### src/rtl/matrix_pkg.sv
// Shared constants and types for the matrix store.
// Holds size defaults, load-select codes, Z FSM state type.
package matrix_pkg;

  localparam int M_DEF = 4;
  localparam int W_DEF = 32;

  localparam logic [1:0] LD_SEL_A = 2'd0;
  localparam logic [1:0] LD_SEL_B = 2'd1;

  typedef enum logic [1:0] {
    Z_IDLE     = 2'd0,
    Z_ACK      = 2'd1,
    Z_WAIT_LOW = 2'd2
  } z_state_e;

  function automatic logic idx_ok(
    input int idx,
    input int m
  );
    return (idx >= 0) && (idx < m);
  endfunction

endpackage

### src/rtl/matrix_bank.sv
// M x M bank of W-bit registers: one write port, NR comb read ports.
// Ports: clk, rst, zero (sync clear), we/wr_i/wr_j/wr_data, rd_i/rd_j/rd_data[NR].
module matrix_bank
  import matrix_pkg::*;
#(
  parameter int M     = M_DEF,
  parameter int M_LEN = (M > 1) ? $clog2(M) : 1,
  parameter int W     = W_DEF,
  parameter int NR    = 1
) (
  input  logic                     clk,
  input  logic                     rst,
  input  logic                     zero,
  input  logic                     we,
  input  logic [M_LEN-1:0]         wr_i,
  input  logic [M_LEN-1:0]         wr_j,
  input  logic [W-1:0]             wr_data,
  input  logic [NR-1:0][M_LEN-1:0] rd_i,
  input  logic [NR-1:0][M_LEN-1:0] rd_j,
  output logic [NR-1:0][W-1:0]     rd_data
);

  logic [M-1:0][M-1:0][W-1:0] mem_q;
  logic [M-1:0][M-1:0][W-1:0] mem_d;

  logic wr_ok;
  assign wr_ok = idx_ok(int'(wr_i), M) && idx_ok(int'(wr_j), M);

  always_comb begin
    mem_d = mem_q;
    if (zero) begin
      mem_d = '0;
    end else if (we && wr_ok) begin
      mem_d[wr_i][wr_j] = wr_data;
    end
  end

  always_ff @(posedge clk) begin
    if (rst) begin
      mem_q <= '0;
    end else begin
      mem_q <= mem_d;
    end
  end

  // Addresses past M-1 (non power-of-two M) read as zero.
  always_comb begin
    rd_data = '0;
    for (int r = 0; r < NR; r++) begin
      if (idx_ok(int'(rd_i[r]), M) && idx_ok(int'(rd_j[r]), M)) begin
        rd_data[r] = mem_q[rd_i[r]][rd_j[r]];
      end
    end
  end

endmodule

### src/rtl/matrix_store.sv
// Operand store (A, B) and result store (C) for a matrix multiplier.
// Ports: host load, A/B/C comb reads, Z result handshake, C readback, status.
module matrix_store
  import matrix_pkg::*;
#(
  parameter int M     = M_DEF,
  parameter int M_LEN = (M > 1) ? $clog2(M) : 1,
  parameter int W     = W_DEF
) (
  input  logic             clk,
  input  logic             rst,
  input  logic             clr,
  input  logic             ld_valid,
  input  logic [1:0]       ld_sel,
  input  logic [M_LEN-1:0] ld_i,
  input  logic [M_LEN-1:0] ld_j,
  input  logic [W-1:0]     ld_data,
  input  logic [M_LEN-1:0] a_i,
  input  logic [M_LEN-1:0] a_j,
  output logic [W-1:0]     a_out,
  input  logic [M_LEN-1:0] b_i,
  input  logic [M_LEN-1:0] b_j,
  output logic [W-1:0]     b_out,
  input  logic [M_LEN-1:0] z_i,
  input  logic [M_LEN-1:0] z_j,
  output logic [W-1:0]     current_element,
  input  logic [W-1:0]     z_in,
  input  logic             z_stb,
  output logic             z_ack,
  input  logic             rd_en,
  input  logic [M_LEN-1:0] rd_i,
  input  logic [M_LEN-1:0] rd_j,
  output logic [W-1:0]     rd_data,
  output logic             rd_valid,
  output logic             all_written,
  output logic [15:0]      wr_count
);

  logic a_we;
  logic b_we;
  logic c_we;
  logic capture;

  logic [1:0][W-1:0] c_rd;

  z_state_e z_state_q;
  z_state_e z_state_d;
  logic     z_ack_q;
  logic     z_ack_d;

  logic [M-1:0][M-1:0] flags_q;
  logic [M-1:0][M-1:0] flags_d;
  logic [15:0]         wr_cnt_q;
  logic [15:0]         wr_cnt_d;
  logic [W-1:0]        rd_data_q;
  logic [W-1:0]        rd_data_d;
  logic                rd_valid_q;
  logic                rd_valid_d;

  assign a_we = ld_valid && (ld_sel == LD_SEL_A);
  assign b_we = ld_valid && (ld_sel == LD_SEL_B);

  assign capture = (z_state_q == Z_IDLE) && z_stb;
  // clr drops the write but the handshake still completes.
  assign c_we = capture && !clr;

  matrix_bank #(
    .M(M), .M_LEN(M_LEN), .W(W), .NR(1)
  ) u_bank_a (
    .clk     (clk),
    .rst     (rst),
    .zero    (1'b0),
    .we      (a_we),
    .wr_i    (ld_i),
    .wr_j    (ld_j),
    .wr_data (ld_data),
    .rd_i    (a_i),
    .rd_j    (a_j),
    .rd_data (a_out)
  );

  matrix_bank #(
    .M(M), .M_LEN(M_LEN), .W(W), .NR(1)
  ) u_bank_b (
    .clk     (clk),
    .rst     (rst),
    .zero    (1'b0),
    .we      (b_we),
    .wr_i    (ld_i),
    .wr_j    (ld_j),
    .wr_data (ld_data),
    .rd_i    (b_i),
    .rd_j    (b_j),
    .rd_data (b_out)
  );

  matrix_bank #(
    .M(M), .M_LEN(M_LEN), .W(W), .NR(2)
  ) u_bank_c (
    .clk     (clk),
    .rst     (rst),
    .zero    (clr),
    .we      (c_we),
    .wr_i    (z_i),
    .wr_j    (z_j),
    .wr_data (z_in),
    .rd_i    ({rd_i, z_i}),
    .rd_j    ({rd_j, z_j}),
    .rd_data (c_rd)
  );

  assign current_element = c_rd[0];

  always_comb begin
    z_state_d = z_state_q;
    unique case (z_state_q)
      Z_IDLE:     if (z_stb) z_state_d = Z_ACK;
      Z_ACK:      z_state_d = Z_WAIT_LOW;
      Z_WAIT_LOW: if (!z_stb) z_state_d = Z_IDLE;
      default:    z_state_d = Z_IDLE;
    endcase
    z_ack_d = (z_state_d == Z_ACK);
  end

  always_comb begin
    flags_d  = flags_q;
    wr_cnt_d = wr_cnt_q;
    if (clr) begin
      flags_d  = '0;
      wr_cnt_d = '0;
    end else if (c_we) begin
      if (idx_ok(int'(z_i), M) && idx_ok(int'(z_j), M)) begin
        flags_d[z_i][z_j] = 1'b1;
      end
      if (wr_cnt_q != 16'hFFFF) begin
        wr_cnt_d = wr_cnt_q + 16'd1;
      end
    end
  end

  // Readback samples C before this edge's capture lands.
  always_comb begin
    rd_valid_d = rd_en;
    rd_data_d  = rd_data_q;
    if (rd_en) begin
      rd_data_d = c_rd[1];
    end
  end

  always_ff @(posedge clk) begin
    if (rst) begin
      z_state_q  <= Z_IDLE;
      z_ack_q    <= 1'b0;
      flags_q    <= '0;
      wr_cnt_q   <= '0;
      rd_data_q  <= '0;
      rd_valid_q <= 1'b0;
    end else begin
      z_state_q  <= z_state_d;
      z_ack_q    <= z_ack_d;
      flags_q    <= flags_d;
      wr_cnt_q   <= wr_cnt_d;
      rd_data_q  <= rd_data_d;
      rd_valid_q <= rd_valid_d;
    end
  end

  assign z_ack       = z_ack_q;
  assign all_written = &flags_q;
  assign wr_count    = wr_cnt_q;
  assign rd_data     = rd_data_q;
  assign rd_valid    = rd_valid_q;

endmodule

### config.mk
export PLATFORM = sky130hd
export DESIGN_NAME = matrix_store
export DESIGN_NICKNAME = d
export VERILOG_FILES = /design/src/rtl/matrix_pkg.sv /design/src/rtl/matrix_bank.sv /design/src/rtl/matrix_store.sv
export SDC_FILE = /design/constraint.sdc
export NUM_CORES = 2
export LEC_CHECK = 0
export CORE_UTILIZATION = 40
export CTS_BUF_LIST = sky130_fd_sc_hd__clkbuf_4 sky130_fd_sc_hd__clkbuf_8
export DETAILED_ROUTE_END_ITERATION = 10
export HOLD_SLACK_MARGIN = 0.05
export PLACE_DENSITY = 0.66
export SLEW_MARGIN = 20
export SYNTH_ARGS = -nofsm -noshare
export SYNTH_HDL_FRONTEND = slang
export SYNTH_SLANG_ARGS = --single-unit
### constraint.sdc
create_clock -name clk -period 4.6 [get_ports clk]
set_input_delay 0.69 -clock clk [delete_from_list [all_inputs] [get_ports clk]]
set_output_delay 0.69 -clock clk [all_outputs]
set_load 0.02 [all_outputs]
==> flow_results.org <==
** Status
- The run finished with clean final reports.

** Route
- Vias per cell :: 5.85
- Wires add up to 246 mm.
- Vias :: 61400
- In the final routed layout, each cell accounts on average for 23.4 um.
- Number of DRC violations after detailed routing :: 0
- Remaining number of nets flagged by the antenna check after routing :: 0
- Number of iterations in the first detailed-routing pass :: 6
- Initial detailed-routing violation count :: 7941

** Global route
- Global routing used 40.6% of the available met2 tracks.
- Across every metal layer, demand over resource in global routing totals 26.2%.
- In the global route stage, met1 resource usage came out at 34.9%.
- Number of antenna violations at the first check in global routing :: 25
- For met3 alone, demand over resource in global routing was 4.68%.
- The first global-routing pass estimated 364 mm of wire.
- Largest net degree at the start of global routing :: 181
- The total overflow left after global routing is 0.
- Most used routing layer in global routing :: met2
- The via count of the first global-routing pass came to 58300.

** Power and ir drop
- Power per standard cell area :: 366 nW/um^2
- Summed over all cells, the static leakage comes to 29.4 nW.
- Internal power comes to 22.8 mW.
- Total power for the finished layout comes to 30.1 mW.
- The share of total power dissipated in the clock network is 47.7%.
- P_sw :: 7.28 mW
- Of the total power, combinational logic draws 5.8%.
- Max rail drop VDD :: 0.305 mV
- Part of the power in registers :: 46.5%
- Fraction of power spent switching nets :: 24.2%

** Synthesis
- Share of synthesized flip-flops with an asynchronous set or reset :: 0%
- Post-synthesis register bit count :: 1604
- In the synthesized netlist the dominant register cell turns out to be sky130_fd_sc_hd__dfxtp_1.
- Count of synthesis-stage warnings from yosys :: 0
- Mean instance size in the synthesized netlist :: 9.00 um^2
- Register area share after synthesis :: 44.5%
- The synthesized netlist contains 49 unique library cells.
- Synthesized netlist net count :: 8100
- Cell count after synthesis :: 8007
- The mapped netlist covers 72100 um^2.
- In this run, synthesis inferred 0 flip-flops with an integrated enable.

** STA
- Worst setup skew after layout :: 84.3 ps
- The count of final max-slew check failures is 0.
- Tcrit/Tclk final :: 85.8%
- Worst hold slack :: 317 ps
- Least-Margin Pin Slew :: 1060 ps
- Setup violations remaining at the end of the flow were counted as 0.
- Across all setup checks in the final design, the least slack found is 652 ps.
- Achievable clock frequency :: 0.253 GHz
- Unrepaired setup endpoints after global routing :: no
- For the final routed database, the setup TNS stands at 0 ps.
- The number of hold violations in the final report was 0.
- In this run the tightest slew margin relative to its limit is 28.9%.
- Minimum clock period after layout :: 3950 ps

** Clocking
- Clock tree root driver cell :: sky130_fd_sc_hd__clkbuf_8
- Number of sinks on the clock net :: 1604
- Post_cts resized :: 0
- Clock tree from TritonCTS :: built
- Maximum number of buffers from clock root to sink :: 4
- CTS clock-pin slew for the worst setup and hold paths :: 60 ps
- TritonCTS Buffers :: 292
- Once the clock tree was built, the setup fixing pass inserted 0 buffers.
- The clock tree synthesis step divided the H-tree into 5 levels.
- Skew-Pair Late Insertion Delay :: 1030 ps

** Critical path
- At the worst endpoint, the arrival time is 3260 ps.
- The setup path with the least slack is of type input port to output pin.
- The worst setup path is captured at an output pin.
- Cell-by-cell trace of the critical path :: clkbuf_8, buf_4, mux4_2, mux4_2, clkdlybuf4s50_1
- Worst path most repeated cell :: sky130_fd_sc_hd__mux4_2
- Critical Path Slowest Stage Cell :: sky130_fd_sc_hd__clkdlybuf4s50_1
- The number of cells on the worst reg-to-reg path is 6.
- Of all nets on the critical path, the largest fanout is 52.
- Slowest stage delay, CP :: 560 ps
- The worst setup path is launched from an input port.
- For the worst setup path, the data required time is 3910 ps.

** Layout
- The post-route netlist has 15.5% of its cells at a drive strength greater than 1.
- Fill cell total of the finished layout :: 16700
- Final #Nets :: 8023
- Area of all placed cells without fillers :: 82300 um^2
- In the layout the commonest cells are 2549 x sky130_fd_sc_hd__nand2_1, 1604 x sky130_fd_sc_hd__dfxtp_1, 1300 x sky130_fd_sc_hd__a21oi_1, 582 x sky130_fd_sc_hd__mux2i_1, 480 x sky130_fd_sc_hd__mux4_2.
- Relative to the synthesized area, the layout overhead comes to 14.1%.
- The library cell used most frequently in the layout, excluding fill and tap cells, is sky130_fd_sc_hd__nand2_1.

** Min path
- Hold-critical path depth :: 3
- Hold WC Path Type :: input port to flip-flop

** Place
- Port buffering added 238 buffers.
- At the end of routability-driven placement, the weighted congestion stood at 0.852.
- HPWL after detailed placement :: 132 mm
- Post-Place Worst Slack :: 656 ps
- Dpl cell area :: 76100 um^2

** Job
- Reported max-cap violation count :: 0

** Floorplanning
- The initial utilization of the core area, before any placement, comes to 40.3%.
- Chip height :: 427 um
- DIE AREA :: 182000 um^2
- In this run the count of I/O pins placed on the die edge is 239.
- From left edge to right edge, the die measures 427 um.
- The floorplan has 155 rows.
- Area of the core :: 179000 um^2
## logic make-up after synthesis
logic type                 synth area share, %
DFF                                       44.5
buffers and inverters                     5.11
muxes                                     23.1
AOI/OAI and AO/OA                         9.84
adders and majority gates               0.0174
and+or+nand+nor                           17.4
## worst paths after layout
| kind | startpoint | endpoint | slack, ps |
|---|---|---|---|
| max | z_i[0] | current_element[26] | 650 |
| max reg2reg | z_state_q[1] | u_bank_c.mem_q[463] | 1920 |
| min | ld_data[15] | u_bank_a.mem_q[143] | 320 |
| min reg2reg | u_bank_b.mem_q[264] | u_bank_b.mem_q[264] | 450 |
## Yosys cell counts, types with 2 or more instances
| cell type | instances | area share [%] |
|---|---|---|
| sky130_fd_sc_hd__nand3b_1 | 3 | 0.031 |
| sky130_fd_sc_hd__nand2_1 | 2549 | 13 |
| sky130_fd_sc_hd__nor2_1 | 338 | 1.8 |
| sky130_fd_sc_hd__and4_1 | 4 | 0.049 |
| sky130_fd_sc_hd__inv_1 | 13 | 0.068 |
| sky130_fd_sc_hd__mux2i_1 | 582 | 8.1 |
| sky130_fd_sc_hd__nand2b_1 | 5 | 0.043 |
| sky130_fd_sc_hd__nor4_1 | 4 | 0.035 |
| sky130_fd_sc_hd__or2_2 | 2 | 0.017 |
| sky130_fd_sc_hd__nand4_4 | 10 | 0.30 |
| sky130_fd_sc_hd__o31ai_1 | 4 | 0.042 |
| sky130_fd_sc_hd__nor4_4 | 3 | 0.089 |
| sky130_fd_sc_hd__a22oi_1 | 64 | 0.67 |
| sky130_fd_sc_hd__dfxtp_1 | 1604 | 45 |
| sky130_fd_sc_hd__or3_1 | 11 | 0.095 |
| sky130_fd_sc_hd__buf_6 | 30 | 0.47 |
| sky130_fd_sc_hd__buf_4 | 47 | 0.49 |
| sky130_fd_sc_hd__and3_1 | 8 | 0.069 |
| sky130_fd_sc_hd__clkbuf_1 | 560 | 2.9 |
| sky130_fd_sc_hd__nor3_1 | 15 | 0.10 |
| sky130_fd_sc_hd__nor2b_1 | 9 | 0.078 |
| sky130_fd_sc_hd__or4_1 | 4 | 0.042 |
| sky130_fd_sc_hd__o21ai_0 | 5 | 0.035 |
| sky130_fd_sc_hd__a211oi_1 | 3 | 0.031 |
| sky130_fd_sc_hd__a21oi_1 | 1300 | 9.0 |
| sky130_fd_sc_hd__buf_1 | 15 | 0.078 |
| sky130_fd_sc_hd__nor4b_1 | 2 | 0.024 |
| sky130_fd_sc_hd__buf_2 | 157 | 1.1 |
| sky130_fd_sc_hd__nand4_1 | 15 | 0.13 |
| sky130_fd_sc_hd__mux4_2 | 480 | 15 |
| sky130_fd_sc_hd__nand3_1 | 126 | 0.87 |
| sky130_fd_sc_hd__nor3_2 | 15 | 0.21 |
| sky130_fd_sc_hd__nor4_2 | 2 | 0.035 |
| sky130_fd_sc_hd__and2_1 | 3 | 0.026 |
## what timing repair did
| item | in CTS | in global routing |
|---|---|---|
| hold endpoints to repair | 1 | 0 |
| setup endpoints to repair | 0 | 0 |
| hold buffers | 1 | 0 |
## per-layer routing
metal	wire, um	up-vias
li1	-	27200
met1	97300	30000
met2	112000	3530
met3	24600	774
met4	12000	0
met5	0	-
## power groups by stage
| stage | clock network [mW] | registers (mW) | logic [mW] |
|---|---|---|---|
| after floorplan | 0 | 14.3 | 1.09 |
| after global placement | 0 | 14.3 | 1.69 |
| after detailed placement | 0 | 14.3 | 1.72 |
| after CTS | 14.5 | 14.0 | 1.72 |
| after global routing | 15.2 | 14.0 | 1.83 |
| final | 14.4 | 14.0 | 1.74 |
## state kept, by name (all words and copies together), names as in the netlist
register / flops
u_bank_a.mem_q: 512
u_bank_b.mem_q: 512
u_bank_c.mem_q: 512
rd_data: 32
flags_q: 16
wr_count: 16
z_state_q: 2
rd_valid: 1
z_ack: 1
## stage by stage
stage	instances	util (%)
after global placement	9990	42.6
final	10500	46.0
after detailed placement	9990	42.6
after floorplan	8007	-
after CTS	10500	46.0
after global routing	10500	46.0
## cell type report
class | count | area (um^2) | area share [%]
Antenna cell | 24 | 60.1 | 0.0730
Clock buffer | 431 | 5530 | 6.72
Clock inverter | 48 | 572 | 0.695
Inverter | 13 | 48.8 | 0.0593
Multi-Input combinational cell | 5581 | 36600 | 44.5
Sequential cell | 1604 | 32100 | 39.0
Tap cell | 2355 | 2950 | 3.58
Timing Repair Buffer | 438 | 4400 | 5.35
## critical path: cells and delay by family
family	cells	cell delay (ps)
buffers and inverters	3	1450
muxes	2	1060
Power figures use the tool's default switching activity.
